==> src/rtl/alu_md_control.sv <==
// ALU operation decode plus iterative RV32M multiply/divide engine with stall.
// Optional: define ALU_MD_EARLY_OUT_EN to skip BUSY on trivial M-ops.
module alu_md_control #(
  parameter int XLEN  = 32,
  parameter int CNT_W = $clog2(XLEN) + 1
) (
  input  logic            clk,
  input  logic            rst_n,
  input  logic            valid_i,
  input  logic            flush_i,
  input  logic [1:0]      ALUOp,
  input  logic [2:0]      funct3,
  input  logic [6:0]      funct7,
  input  logic [XLEN-1:0] rs1_i,
  input  logic [XLEN-1:0] rs2_i,
  output logic [3:0]      Operation,
  output logic            stall_o,
  output logic            md_done_o,
  output logic [XLEN-1:0] md_result_o
);

  typedef enum logic [1:0] {IDLE, BUSY, DONE} state_e;

  localparam logic [CNT_W-1:0] CNT_LOAD = CNT_W'(XLEN);

  state_e            state_q, state_d;
  logic [CNT_W-1:0]  cnt_q, cnt_d;
  logic [2*XLEN-1:0] acc_q, acc_d;
  logic [XLEN-1:0]   opb_q, opb_d;
  logic [2:0]        f3_q, f3_d;
  logic              a_neg_q, a_neg_d;
  logic              b_neg_q, b_neg_d;
  logic              div0_q, div0_d;
  logic              done_q, done_d;
  logic [XLEN-1:0]   res_q, res_d;

  always_comb begin
    Operation = 4'b0010;
    case (ALUOp)
      2'b00: if (funct3 == 3'b001) Operation = 4'b0011;
      2'b01: begin
        case (funct3)
          3'b100:  Operation = 4'b1000;
          3'b101:  Operation = 4'b1010;
          default: Operation = 4'b0101;
        endcase
      end
      2'b10: begin
        unique case (1'b1)
          funct7 == 7'b0000001:
            Operation = 4'b1111;
          funct7 == 7'b0100000 && funct3 == 3'b000:
            Operation = 4'b0110;
          funct7 == 7'b0000000: begin
            case (funct3)
              3'b111:  Operation = 4'b0000;
              3'b110:  Operation = 4'b0001;
              3'b100:  Operation = 4'b0100;
              default: Operation = 4'b0010;
            endcase
          end
          default: Operation = 4'b0010;
        endcase
      end
      default: Operation = 4'b1110;
    endcase
  end

  logic            md_start;
  logic            a_sg, b_sg, a_neg, b_neg;
  logic [XLEN-1:0] a_mag, b_mag;

  // rs1 is unsigned for MULHU, DIVU, REMU; rs2 additionally for MULHSU
  assign a_sg  = ~(funct3[0] & (funct3[1] | funct3[2]));
  assign b_sg  = a_sg & (funct3 != 3'b010);
  assign a_neg = a_sg & rs1_i[XLEN-1];
  assign b_neg = b_sg & rs2_i[XLEN-1];
  assign a_mag = a_neg ? -rs1_i : rs1_i;
  assign b_mag = b_neg ? -rs2_i : rs2_i;

  assign md_start = valid_i & (Operation == 4'b1111)
                  & (state_q == IDLE) & ~flush_i;

`ifdef ALU_MD_EARLY_OUT_EN
  localparam logic [XLEN-1:0] MIN_NEG = {1'b1, {(XLEN-1){1'b0}}};
  logic            zdiv, ovf, early;
  logic [XLEN-1:0] early_res;

  always_comb begin
    zdiv = (rs2_i == '0);
    ovf  = a_sg & (rs1_i == MIN_NEG) & (&rs2_i);
    early = funct3[2] ? (zdiv | ovf) : ((rs1_i == '0) | zdiv);
    early_res = '0;
    if (funct3[2] & zdiv) early_res = funct3[1] ? rs1_i : '1;
    else if (funct3[2] & ovf) early_res = funct3[1] ? '0 : MIN_NEG;
  end
`endif

  logic [XLEN:0]     add_sum, sub_shift, sub_diff;
  logic [2*XLEN-1:0] step_acc, prod;
  logic [XLEN-1:0]   quo, rem, q_fix, r_fix, fin_res;

  // acc holds {hi, lo}: product halves for mul, {remainder, quotient} for div
  always_comb begin
    add_sum   = {1'b0, acc_q[2*XLEN-1:XLEN]}
              + (acc_q[0] ? {1'b0, opb_q} : '0);
    sub_shift = acc_q[2*XLEN-1:XLEN-1];
    sub_diff  = sub_shift - {1'b0, opb_q};
    if (!f3_q[2])
      step_acc = {add_sum, acc_q[XLEN-1:1]};
    else if (sub_diff[XLEN])
      step_acc = {sub_shift[XLEN-1:0], acc_q[XLEN-2:0], 1'b0};
    else
      step_acc = {sub_diff[XLEN-1:0], acc_q[XLEN-2:0], 1'b1};

    prod  = (a_neg_q ^ b_neg_q) ? -step_acc : step_acc;
    quo   = step_acc[XLEN-1:0];
    rem   = step_acc[2*XLEN-1:XLEN];
    q_fix = ((a_neg_q ^ b_neg_q) && !div0_q) ? -quo : quo;
    r_fix = a_neg_q ? -rem : rem;

    case (f3_q)
      3'b000:                fin_res = prod[XLEN-1:0];
      3'b001, 3'b010, 3'b011: fin_res = prod[2*XLEN-1:XLEN];
      3'b100, 3'b101:        fin_res = q_fix;
      default:               fin_res = r_fix;
    endcase
  end

  always_comb begin
    state_d = state_q;
    cnt_d   = cnt_q;
    acc_d   = acc_q;
    opb_d   = opb_q;
    f3_d    = f3_q;
    a_neg_d = a_neg_q;
    b_neg_d = b_neg_q;
    div0_d  = div0_q;
    done_d  = 1'b0;
    res_d   = res_q;
    if (flush_i) begin
      state_d = IDLE;
    end else begin
      case (state_q)
        IDLE: begin
          if (md_start) begin
            state_d = BUSY;
            cnt_d   = CNT_LOAD;
            acc_d   = {{XLEN{1'b0}}, a_mag};
            opb_d   = b_mag;
            f3_d    = funct3;
            a_neg_d = a_neg;
            b_neg_d = b_neg;
            div0_d  = (rs2_i == '0);
`ifdef ALU_MD_EARLY_OUT_EN
            if (early) begin
              state_d = DONE;
              cnt_d   = '0;
              done_d  = 1'b1;
              res_d   = early_res;
            end
`endif
          end
        end
        BUSY: begin
          acc_d = step_acc;
          cnt_d = cnt_q - CNT_W'(1);
          if (cnt_q == CNT_W'(1)) begin
            state_d = DONE;
            done_d  = 1'b1;
            res_d   = fin_res;
          end
        end
        default: state_d = IDLE;
      endcase
    end
  end

  always_ff @(posedge clk) begin
    if (!rst_n) begin
      state_q <= IDLE;
      cnt_q   <= '0;
      acc_q   <= '0;
      opb_q   <= '0;
      f3_q    <= '0;
      a_neg_q <= 1'b0;
      b_neg_q <= 1'b0;
      div0_q  <= 1'b0;
      done_q  <= 1'b0;
      res_q   <= '0;
    end else begin
      state_q <= state_d;
      cnt_q   <= cnt_d;
      acc_q   <= acc_d;
      opb_q   <= opb_d;
      f3_q    <= f3_d;
      a_neg_q <= a_neg_d;
      b_neg_q <= b_neg_d;
      div0_q  <= div0_d;
      done_q  <= done_d;
      res_q   <= res_d;
    end
  end

  assign stall_o     = md_start | (state_q == BUSY);
  assign md_done_o   = done_q;
  assign md_result_o = res_q;

endmodule

==> config.mk <==
export PLATFORM = sky130hd
export DESIGN_NAME = alu_md_control
export DESIGN_NICKNAME = d
export VERILOG_FILES = /design/src/rtl/alu_md_control.sv
export SDC_FILE = /design/constraint.sdc
export NUM_CORES = 1
export LEC_CHECK = 0
export BUFFER_PORTS_ARGS = -buffer_cell sky130_fd_sc_hd__buf_4
export CAP_MARGIN = 20
export CORE_MARGIN = 8
export CORE_UTILIZATION = 45
export DETAILED_ROUTE_END_ITERATION = 6
export PLACE_DENSITY_LB_ADDON = 0.3
export SLEW_MARGIN = 20
export SYNTH_ARGS = -nofsm -noshare
export SYNTH_HDL_FRONTEND = slang
export SYNTH_SLANG_ARGS = --single-unit
==> constraint.sdc <==
create_clock -name clk -period 6.2 [get_ports clk]
set_clock_uncertainty 0.2 [all_clocks]
set_input_delay 0.31 -clock clk [delete_from_list [all_inputs] [get_ports clk]]
set_output_delay 0.31 -clock clk [all_outputs]
set_load 0.01 [all_outputs]
==> results.json <==
{
  "switching_share_pct": 33.33,
  "synth_area_mm2": 0.01599,
  "worst_slack_ps": 289.4,
  "vias": 18020,
  "critPathKind": "reg -> reg",
  "die_w_um": 204.5,
  "synthMuxAreaShare_pct": 4.030,
  "core-area_mm2": 0.03531,
  "p_per_area_mw_per_mm2": 143.1,
  "grt_usage_pct": 29.90,
  "hold_ws_ps": 38.88,
  "power_frac_seq_pct": 36.3,
  "nets": 2466,
  "grt_start_max_net_pins": 124,
  "power_leakage_nw": 7.399,
  "cts_buffer_depth": 2,
  "async_flop_share_pct": 0,
  "ys_ff_latch": 143,
  "netlist_instances": 2257,
  "slew_violations": 0,
  "end_kind": "register",
  "drc": 0,
  "ys.flop_type": "dfxtp_1",
  "setup_tns_ps": 0,
  "crit_required_ps": 6340,
  "totalWireLength_um": 64670,
  "n_antenna_cell": 0,
  "synth_top_family_by_area": "compound AO/OA/AOI/OAI gates",
  "regArea_mm2": 0.002867,
  "syn_avg_cell_area_um2": 7.084,
  "dr.pass1.iters": 6,
  "rsz0062_at_grt": "no",
  "pin_count": 118,
  "row_count": 69,
  "ir_worst_vdd_uv": 203.1,
  "synth_nets": 2409,
  "yosysSeqAreaShare_pct": 17.90,
  "yosys.area_share.simple_pct": 25.77,
  "critical_path.max_fanout": 21,
  "gp_congestion": 1.043,
  "finalCritPeriodShare_pct": 95.33,
  "maxCapViolCount": 0,
  "final_area_mm2": 0.01792,
  "antenna_found_initial": 0,
  "synth_fa_ha_area_share_pct": 5.728,
  "status": "finished, final reports clean",
  "routedWlPerCell_um": 23.24,
  "clkPwrFrac_pct": 38.9,
  "relSlewSlack_pct": 27.29,
  "io_buffers": 117,
  "hold_violations": 0,
  "overflow": 0,
  "synth_edf_count": 0,
  "fmax_mhz": 169.2,
  "synth-compound-area-share_pct": 31.39,
  "dp_hpwl_um": 49520,
  "ys_types": 93,
  "drive_gt1_share_pct": 11.15,
  "combPwrFrac_pct": 24.7,
  "cts_setup_buffers": 0,
  "p_sw_uw": 854.9,
  "yosys_warnings": 0,
  "dieArea_mm2": 0.04182,
  "layout_commonest_cell": "nand2_1",
  "clock_latency_ps": 460,
  "die_y_um": 204.5,
  "via_per_inst": 6.476,
  "total_power_mw": 2.565,
  "arrival_ps": 6050,
  "fin_crit_ps": 5911,
  "first_global_vias": 16370,
  "hp-class": "in -> reg",
  "r2r_cells": 22,
  "grt_pass1_wl_um": 98550,
  "synth_xor_area_share_pct": 10.02,
  "htree_num_levels": 4,
  "areaGrowthSynthToFinish_pct": 12.06,
  "final_cell_mix": "293 x nand2_1, 194 x a21oi_1, 172 x buf_4",
  "tightest_slew_ps": 1091,
  "finalSetupViolCount": 0,
  "start_util_pct": 45.28,
  "cts_tree": "built",
  "placed_area_mm2": 0.01733,
  "ant_nets": 0,
  "root_buffer": "clkbuf_16",
  "holdPathStages": 4,
  "cts_buffers": 17,
  "start_kind": "register",
  "cts.sinks": 143,
  "multi_input_area_mm2": 0.01233,
  "fillCellCount": 3465,
  "pre_cts_ws_ps": 419.9,
  "drt_iter0_markers": 2477,
  "p_int_mw": 1.710,
  "path_clk_slew_ps": 60
}
[per-stage QoR]
| stage | utilization, % | std cells |
|---|---|---|
| finish | 50.74 | 2783 |
| global route | 50.74 | 2783 |
| CTS | 50.73 | 2783 |
| detailed placement | 49.07 | 2750 |
| global placement | 49.07 | 2750 |
| floorplan | - | 2257 |
[Yosys cell counts (46+ instances only)]
cell type	instances	area, um2
xor2_1	77	674.4
clkbuf_1	111	416.7
and2_1	63	394.1
nor2b_1	47	294.0
xnor2_1	106	928.4
nand3_1	53	265.3
nor3_1	54	270.3
inv_1	62	232.7
nand2_1	293	1100
nor2_1	167	626.9
mux2i_1	46	460.4
ha_1	70	875.8
a21oi_1	195	975.9
dfxtp_1	143	2863
o21ai_0	147	735.7
[cell type report]
class                   instances  share of cell area (%)
well taps                     461                   3.219
repair buffers                179                   7.654
flip-flops and latches        143                   16.00
clock buffers                  20                   2.549
clock inverters                 7                  0.3771
inverters                      65                   1.362
multi-input cells            1908                   68.84
[worst max-delay path: stages (launching register included)]
cell and delay, ps:
dfxtp_1 420, inv_1 70, ha_1 230, fa_1 420, nor2b_1 270, o31a_1 250
o31a_1 290, o211a_1 240, o211a_4 360, a21oi_1 140, mux2i_2 270, ha_1 240
nand2_1 70, nor4_1 290, a22oi_1 190, mux2i_4 230, o31ai_2 190, nor4_4 490
and2_1 280, a21oi_1 120, xnor2_1 170, o221ai_1 150, a22o_1 210
[routing by layer]
metal	GRT usage, %	vias to the layer above	share of wire [%]
li1	-	8318	-
met5	0	-	0
met1	42.72	8513	44
met4	11.44	0	3.9
met3	6.056	120	11
met2	43.36	1073	41
[logic make-up (layout without fill, tap and decap cells)]
kind of cell / Yosys count / after routing
adders and majority gates: 72 / 72
xor gates and xnor gates: 183 / 183
and+or+nand+nor: 841 / 841
muxes: 61 / 61
buffers and inverters: 206 / 271
DFF: 143 / 143
AOI/OAI and AO/OA: 751 / 751
[timing repair]
item / CTS / global route
hold endpoints to repair: 6 / 0
hold buffers: 6 / 0
setup endpoints to repair: 0 / 3
gates resized for setup: 0 / 2
[flip-flops by register name, indices dropped and copies added (netlist names)]
| register | count |
|---|---|
| div0_q | 1 |
| b_neg_q | 1 |
| f3_q | 3 |
| md_result_o | 32 |
| opb_q | 32 |
| a_neg_q | 1 |
| state_q | 2 |
| acc_q | 64 |
| cnt_q | 6 |
| md_done_o | 1 |
[path summary, 6_finish.rpt]
path | slack, ps | start | to
worst max-delay path | 290 | acc_q[31] | md_result_o[20]
worst min-delay path | 40 | rs2_i[26] | opb_q[26]
worst max register to register | 290 | acc_q[31] | md_result_o[20]
worst min register to register | 250 | md_result_o[18] | md_result_o[18]
[power groups by stage]
| stage | clock [mW] | sequential [mW] | combinational, mW |
|---|---|---|---|
| floorplan | 0 | 0.949 | 0.410 |
| global placement | 0 | 0.952 | 0.605 |
| detailed placement | 0 | 0.952 | 0.609 |
| CTS | 1.00 | 0.932 | 0.614 |
| global route | 1.03 | 0.932 | 0.674 |
| finish | 0.998 | 0.932 | 0.635 |
Power figures use the tool's default switching activity.
